`src/rtl/echo_ranger_mc.sv`:
```
// Multi-channel HC-SR04 ultrasonic ranger: round-robin trigger, echo timing,
// centimetre conversion and a valid/ready result port.
module echo_ranger_mc #(
    parameter int unsigned NUM_CH         = 4,
    parameter int unsigned TRIG_CYCLES    = 250,
    parameter int unsigned PERIOD_CYCLES  = 1500000,
    parameter int unsigned TIMEOUT_CYCLES = 750000,
    parameter int unsigned CM_DIV         = 1450,
    parameter int unsigned DIST_W         = 9,
    localparam int unsigned CHW           = (NUM_CH > 1) ? $clog2(NUM_CH) : 1
) (
    input  logic              clk,
    input  logic              rst_n,
    input  logic              ena,
    input  logic [NUM_CH-1:0] ch_mask,
    input  logic [NUM_CH-1:0] echo,
    output logic [NUM_CH-1:0] trig,
    output logic              dist_valid,
    input  logic              dist_ready,
    output logic [DIST_W-1:0] dist_data,
    output logic [CHW-1:0]    dist_ch,
    output logic              dist_timeout,
    output logic              busy
);

    localparam int unsigned TRG_W = $clog2(TRIG_CYCLES + 1);
    localparam int unsigned PER_W = $clog2(PERIOD_CYCLES + 1);
    localparam int unsigned TMO_W = $clog2(TIMEOUT_CYCLES + 1);
    localparam int unsigned PRE_W = $clog2(CM_DIV + 1);

    typedef enum logic [2:0] {
        IDLE,
        TRIG,
        WAIT_RISE,
        MEASURE,
        REPORT,
        HOLDOFF
    } state_t;

    state_t              state_q;
    logic [NUM_CH-1:0]   echo_meta_q;
    logic [NUM_CH-1:0]   echo_sync_q;
    logic [CHW-1:0]      sel_q;
    logic [CHW-1:0]      last_q;
    logic [NUM_CH-1:0]   trig_q;
    logic [TRG_W-1:0]    trig_cnt_q;
    logic [PER_W-1:0]    period_q;
    logic [TMO_W-1:0]    tmo_q;
    logic [PRE_W-1:0]    presc_q;
    logic [DIST_W-1:0]   cm_q;
    logic                dist_valid_q;
    logic [DIST_W-1:0]   dist_data_q;
    logic [CHW-1:0]      dist_ch_q;
    logic                dist_tmo_q;
    logic                busy_q;

    logic [CHW-1:0]      rr_lo;
    logic [CHW-1:0]      rr_hi;
    logic                rr_hi_found;
    logic [CHW-1:0]      rr_sel;
    logic                echo_sel;
    logic                tmo_hit;

    assign trig         = trig_q;
    assign dist_valid   = dist_valid_q;
    assign dist_data    = dist_data_q;
    assign dist_ch      = dist_ch_q;
    assign dist_timeout = dist_tmo_q;
    assign busy         = busy_q;

    assign echo_sel = echo_sync_q[sel_q];
    assign tmo_hit  = (tmo_q == TMO_W'(TIMEOUT_CYCLES - 1));

    // Round-robin pick: lowest enabled channel above the last served one, else lowest enabled overall
    always_comb begin
        rr_lo       = '0;
        rr_hi       = '0;
        rr_hi_found = 1'b0;
        for (int j = NUM_CH - 1; j >= 0; j--) begin
            if (ch_mask[j]) begin
                rr_lo = CHW'(j);
                if (CHW'(j) > last_q) begin
                    rr_hi       = CHW'(j);
                    rr_hi_found = 1'b1;
                end
            end
        end
        rr_sel = rr_hi_found ? rr_hi : rr_lo;
    end

    // Two-flop synchroniser for the asynchronous echo lines
    always_ff @(posedge clk or negedge rst_n) begin
        if (!rst_n) begin
            echo_meta_q <= '0;
            echo_sync_q <= '0;
        end else begin
            echo_meta_q <= echo;
            echo_sync_q <= echo_meta_q;
        end
    end

    // Measurement sequencer with registered outputs
    always_ff @(posedge clk or negedge rst_n) begin
        if (!rst_n) begin
            state_q      <= IDLE;
            sel_q        <= '0;
            last_q       <= CHW'(NUM_CH - 1);
            trig_q       <= '0;
            trig_cnt_q   <= '0;
            period_q     <= '0;
            tmo_q        <= '0;
            presc_q      <= '0;
            cm_q         <= '0;
            dist_valid_q <= 1'b0;
            dist_data_q  <= '0;
            dist_ch_q    <= '0;
            dist_tmo_q   <= 1'b0;
            busy_q       <= 1'b0;
        end else begin
            // Trigger-spacing counter runs outside IDLE and saturates
            if (state_q != IDLE && period_q != PER_W'(PERIOD_CYCLES)) begin
                period_q <= period_q + PER_W'(1);
            end

            if (!ena) begin
                state_q      <= IDLE;
                trig_q       <= '0;
                dist_valid_q <= 1'b0;
                busy_q       <= 1'b0;
            end else begin
                case (state_q)
                    IDLE: begin
                        if (ch_mask != '0) begin
                            sel_q      <= rr_sel;
                            trig_q     <= NUM_CH'(1) << rr_sel;
                            trig_cnt_q <= '0;
                            period_q   <= '0;
                            busy_q     <= 1'b1;
                            state_q    <= TRIG;
                        end
                    end
                    TRIG: begin
                        if (trig_cnt_q == TRG_W'(TRIG_CYCLES - 1)) begin
                            trig_q  <= '0;
                            tmo_q   <= '0;
                            state_q <= WAIT_RISE;
                        end else begin
                            trig_cnt_q <= trig_cnt_q + TRG_W'(1);
                        end
                    end
                    WAIT_RISE: begin
                        tmo_q <= tmo_q + TMO_W'(1);
                        if (tmo_hit) begin
                            dist_valid_q <= 1'b1;
                            dist_data_q  <= '1;
                            dist_ch_q    <= sel_q;
                            dist_tmo_q   <= 1'b1;
                            state_q      <= REPORT;
                        end else if (echo_sel) begin
                            // The rising cycle itself is the first counted high cycle
                            if (CM_DIV == 1) begin
                                presc_q <= '0;
                                cm_q    <= DIST_W'(1);
                            end else begin
                                presc_q <= PRE_W'(1);
                                cm_q    <= '0;
                            end
                            state_q <= MEASURE;
                        end
                    end
                    MEASURE: begin
                        tmo_q <= tmo_q + TMO_W'(1);
                        if (!echo_sel) begin
                            dist_valid_q <= 1'b1;
                            dist_data_q  <= cm_q;
                            dist_ch_q    <= sel_q;
                            dist_tmo_q   <= 1'b0;
                            state_q      <= REPORT;
                        end else if (tmo_hit) begin
                            dist_valid_q <= 1'b1;
                            dist_data_q  <= '1;
                            dist_ch_q    <= sel_q;
                            dist_tmo_q   <= 1'b1;
                            state_q      <= REPORT;
                        end else if (presc_q == PRE_W'(CM_DIV - 1)) begin
                            presc_q <= '0;
                            if (cm_q != '1) begin
                                cm_q <= cm_q + DIST_W'(1);
                            end
                        end else begin
                            presc_q <= presc_q + PRE_W'(1);
                        end
                    end
                    REPORT: begin
                        if (dist_ready) begin
                            dist_valid_q <= 1'b0;
                            last_q       <= sel_q;
                            state_q      <= HOLDOFF;
                        end
                    end
                    HOLDOFF: begin
                        if (period_q >= PER_W'(PERIOD_CYCLES)) begin
                            busy_q  <= 1'b0;
                            state_q <= IDLE;
                        end
                    end
                    default: begin
                        trig_q       <= '0;
                        dist_valid_q <= 1'b0;
                        busy_q       <= 1'b0;
                        state_q      <= IDLE;
                    end
                endcase
            end
        end
    end

endmodule

```
`config.mk`:
```
export PLATFORM = sky130hd
export DESIGN_NAME = echo_ranger_mc
export DESIGN_NICKNAME = d
export VERILOG_FILES = /design/src/rtl/echo_ranger_mc.sv
export SDC_FILE = /design/constraint.sdc
export NUM_CORES = 1
export LEC_CHECK = 0
export ABC_AREA = 1
export ABC_CLOCK_PERIOD_IN_PS = 1900
export CAP_MARGIN = 40
export CELL_PAD_IN_SITES_DETAIL_PLACEMENT = 1
export CELL_PAD_IN_SITES_GLOBAL_PLACEMENT = 2
export CORE_ASPECT_RATIO = 0.5
export CORE_UTILIZATION = 35
export DETAILED_ROUTE_END_ITERATION = 10
export GPL_TIMING_DRIVEN = 0
export PLACE_DENSITY = 0.76
export RECOVER_POWER = 25
export SETUP_SLACK_MARGIN = 0.3
export SLEW_MARGIN = 20
export SYNTH_ARGS = -nofsm -noshare
export SYNTH_HDL_FRONTEND = slang
export SYNTH_SLANG_ARGS = --single-unit
```
`constraint.sdc`:
```
create_clock -name clk -period 1.9 [get_ports clk]
set_input_delay 0.38 -clock clk [delete_from_list [all_inputs] [get_ports clk]]
set_output_delay 0.38 -clock clk [all_outputs]
set_load 0.02 [all_outputs]
```
==> run_results.csv, run 1 <==
group,metric,value,unit
final_layout,diodes,0,
worst_setup_path,crit_arrival,2110,ps
timing,finalHoldViolCount,0,
clock_network,clockRootBuffer,"clkbuf_16",
final_layout,area_growth_syn_to_layout,60.0,%
drt,wl_per_cell,17.8,um
worst_hold_path,min_from,"echo_meta_q[2]",
synth,synth.avg_cell_area,7.34,um2
grt,grt_max_degree,53,
clock_network,h-tree-depth,3,
drt,viasPerCell,5.03,
synth,synth_edf_count,0,
run,max-cap-violations,0,
clock_network,cts_tree,"yes",
clock_network,clkTransAtPathRegs,70,ps
place,dp_slack,-400,ps
timing,slew_viol_final,0,
synth,synth.cell_area,6090,um2
timing,period_share,0.956,
final_layout,layout_commonest_cell,"nand2_1",
place,port_buffers,29,
place,dpl_cell_area,6720,um2
synth,yosysUniqueCellTypes,48,
worst_setup_path,setup.worst_path.start,"state_q[0]",
timing,layout_setup_ws,84.2,ps
final_layout,fin_area,9740,um2
final_layout,final_cell_mix,"153 x nand2_1, 89 x inv_1, 86 x buf_4, 84 x dfrtp_1, 69 x nor2_1",
floorplanning,die_y,95.2,um
floorplanning,start_util,0.365,
grt,grt_first_pass_wirelength,31700,um
drt,dr_total_vias,6251,
clock_network,cts_made_buffers,9,
clock_network,clockBufferDepth,2,
synth,synthFlopType,"dfrtp_1",
status,run_status,"finished, final reports clean",
synth,ys_seq_area_frac,0.420,
drt,drt_iter0_drc,253,
worst_setup_path,slowest_delay,450,ps
worst_setup_path,cp_cell_sequence,"buf_6 > nor2_4 > nand2_8 > nor2_4 > inv_4 > a21oi_4 > buf_6 > nand3b_1 > nand2_1",
floorplanning,core,16700,um2
timing,worst_pin_slew,805,ps
power_and_ir_drop,ir_worst_vdd,0.784,mV
power_and_ir_drop,p_leak,4.47,nW
worst_setup_path,worstRegToRegCells,9,
worst_hold_path,min_path_type,"reg -> reg",
grt,antenna_found_initial,0,
final_layout,finalNetCount,1032,
synth,synth_warnings,0,
final_layout,drive_gt1_frac,0.444,
clock_network,cts.sinks,102,
timing,setup_tns,0,ps
worst_hold_path,hold_depth,0,
drt,antenna_left,0,
final_layout,fin_cells,1243,
worst_setup_path,slowest_stage,"dfrtp_2",
grt,grt.total_usage,0.226,
place,place.gp.congestion,0.812,
drt,wl,22200,um
place,dp_hpwl,12500,um
synth,syn-instance-count,829,
worst_setup_path,cp_data_required_time,2190,ps
floorplanning,die_w,188,um
timing,final-setup-viol-count,0,
grt,grt_overflow,0,
timing,max_freq,551,MHz
timing,rsz0062_at_grt,"yes",
place,dp_cells,1086,
power_and_ir_drop,powerDensity,1240,nW/um2
timing,slew_headroom,0.464,
worst_setup_path,startpoint_type,"flip-flop",
synth,ys_async_sr_fraction,1.00,
worst_setup_path,worstSetupPathType,"reg -> reg",
worst_setup_path,r2r_start,"state_q[0]",
floorplanning,row_count,33,
floorplanning,io_pins,30,
synth,syn_nets,850,
floorplanning,dieArea,18000,um2
timing,fin_skew,10.4,ps
worst_setup_path,crit_fanout,7,
grt,first_global_vias,6154,
timing,final.min_clock_period,1820,ps
worst_setup_path,endpoint_kind,"flip-flop",
drt,drtPass1Iterations,4,
synth,synth_seq_cells,102,
drt,drc_errors,0,
clock_network,clk_latency,350,ps
-- flip-flops by register name (all words and copies together) (netlist names) --
name / cells
trig_cnt_q: 8
dist_valid: 1
dist_ch: 2
period_q: 21
last_q: 2
dist_timeout: 1
state_q: 3
busy: 1
dist_data: 9
echo_sync_q: 4
cm_q: 9
sel_q: 2
tmo_q: 20
presc_q: 11
trig: 4
echo_meta_q: 4
-- critical path, delay by kind of cell, from the launching register on --
family	cells	cell delay [ps]
and+or+nand+nor	5	620
DFF	1	450
buffers and inverters	3	360
AOI/OAI and AO/OA	1	320
-- path summary, 6_finish.rpt --
path	to	slack, ps
setup / recovery	trig_cnt_q[3]	80
hold / removal	echo_sync_q[2]	360
setup reg to reg	trig_cnt_q[3]	80
hold reg to reg	echo_sync_q[2]	360
max in group asynchronous	tmo_q[14]	450
min in group asynchronous	period_q[10]	670
-- Yosys cell counts (4+ instances only) --
master | n | area share
a21oi_1 | 27 | 0.022
buf_6 | 9 | 0.017
dfrtp_1 | 100 | 0.41
ha_1 | 9 | 0.019
inv_1 | 114 | 0.070
inv_2 | 10 | 0.0062
nand2_1 | 219 | 0.14
nand2_2 | 4 | 0.0041
nand3_1 | 65 | 0.053
nand3b_1 | 4 | 0.0049
nand4_1 | 21 | 0.022
nor2_1 | 101 | 0.062
nor2_2 | 6 | 0.0062
nor2_4 | 5 | 0.0093
nor3_1 | 18 | 0.015
o21ai_0 | 35 | 0.029
o21ai_1 | 5 | 0.0041
o21ai_2 | 9 | 0.013
o22ai_1 | 11 | 0.011
o31ai_1 | 6 | 0.0074
xor2_1 | 14 | 0.020
-- power breakdown --
| part | internal, W | total [W] | switching, W |
|---|---|---|---|
| Clock | 0.00107 | 0.00196 | 0.000889 |
| Combinational | 0.00329 | 0.00694 | 0.00364 |
| Sequential | 0.00267 | 0.00322 | 0.000546 |
| Total | 0.00703 | 0.0121 | 0.00508 |
-- cell families (layout without fill, tap and decap cells) --
kind of cell / after synthesis / in the layout / share of synthesized area
fa+ha+maj: 9 / 9 / 0.0185
xor+xnor: 17 / 17 / 0.0245
mux: 3 / 3 / 0.00514
simple gates: 456 / 456 / 0.333
compound gates: 104 / 104 / 0.102
flops: 102 / 102 / 0.420
buf+inv: 138 / 325 / 0.0972
-- layout make-up --
cell class	count	area, um2
tap	227	284
fill	1921	6940
sequential	102	2570
clock inverter	5	58.8
clock buffer	11	243
multi-input combinational	589	4130
inverter	125	524
buffer	13	190
timing repair buffer	171	1730
-- per-stage QoR --
| step | util | hold WS, ps | power, W |
|---|---|---|---|
| 2_1_floorplan | - | 84.4 | 0.00516 |
| 3_5_place_dp | 0.403 | 339 | 0.00634 |
| 4_1_cts | 0.493 | 351 | 0.0103 |
| 3_3_place_gp | 0.401 | 336 | 0.00629 |
| 6_report | 0.584 | 358 | 0.0121 |
| 5_1_grt | 0.584 | 367 | 0.0127 |
-- routing by layer --
metal	GRT usage	vias up	routed length [um]
met5	0	-	0
met4	0.0645	0	390
met3	0.0375	30	505
met2	0.385	77	11100
met1	0.299	3114	10200
li1	-	3030	-
-- timing repair --
item                       in CTS  in global routing
hold endpoints to repair        5                  0
setup endpoints to repair     109                 87
pin swaps                      40                 96
setup buffers                  69                 61
hold buffers                    1                  0
resized for setup             170                281
gates cloned                    6                  4
Power figures use the tool's default switching activity.
==> run 2: changes to the inputs <==
- CTS_CLUSTER_DIAMETER: not set -> 50
==> results of run 2 <==
Same layout as run 1: the final DEF is identical, and so are final timing and power.
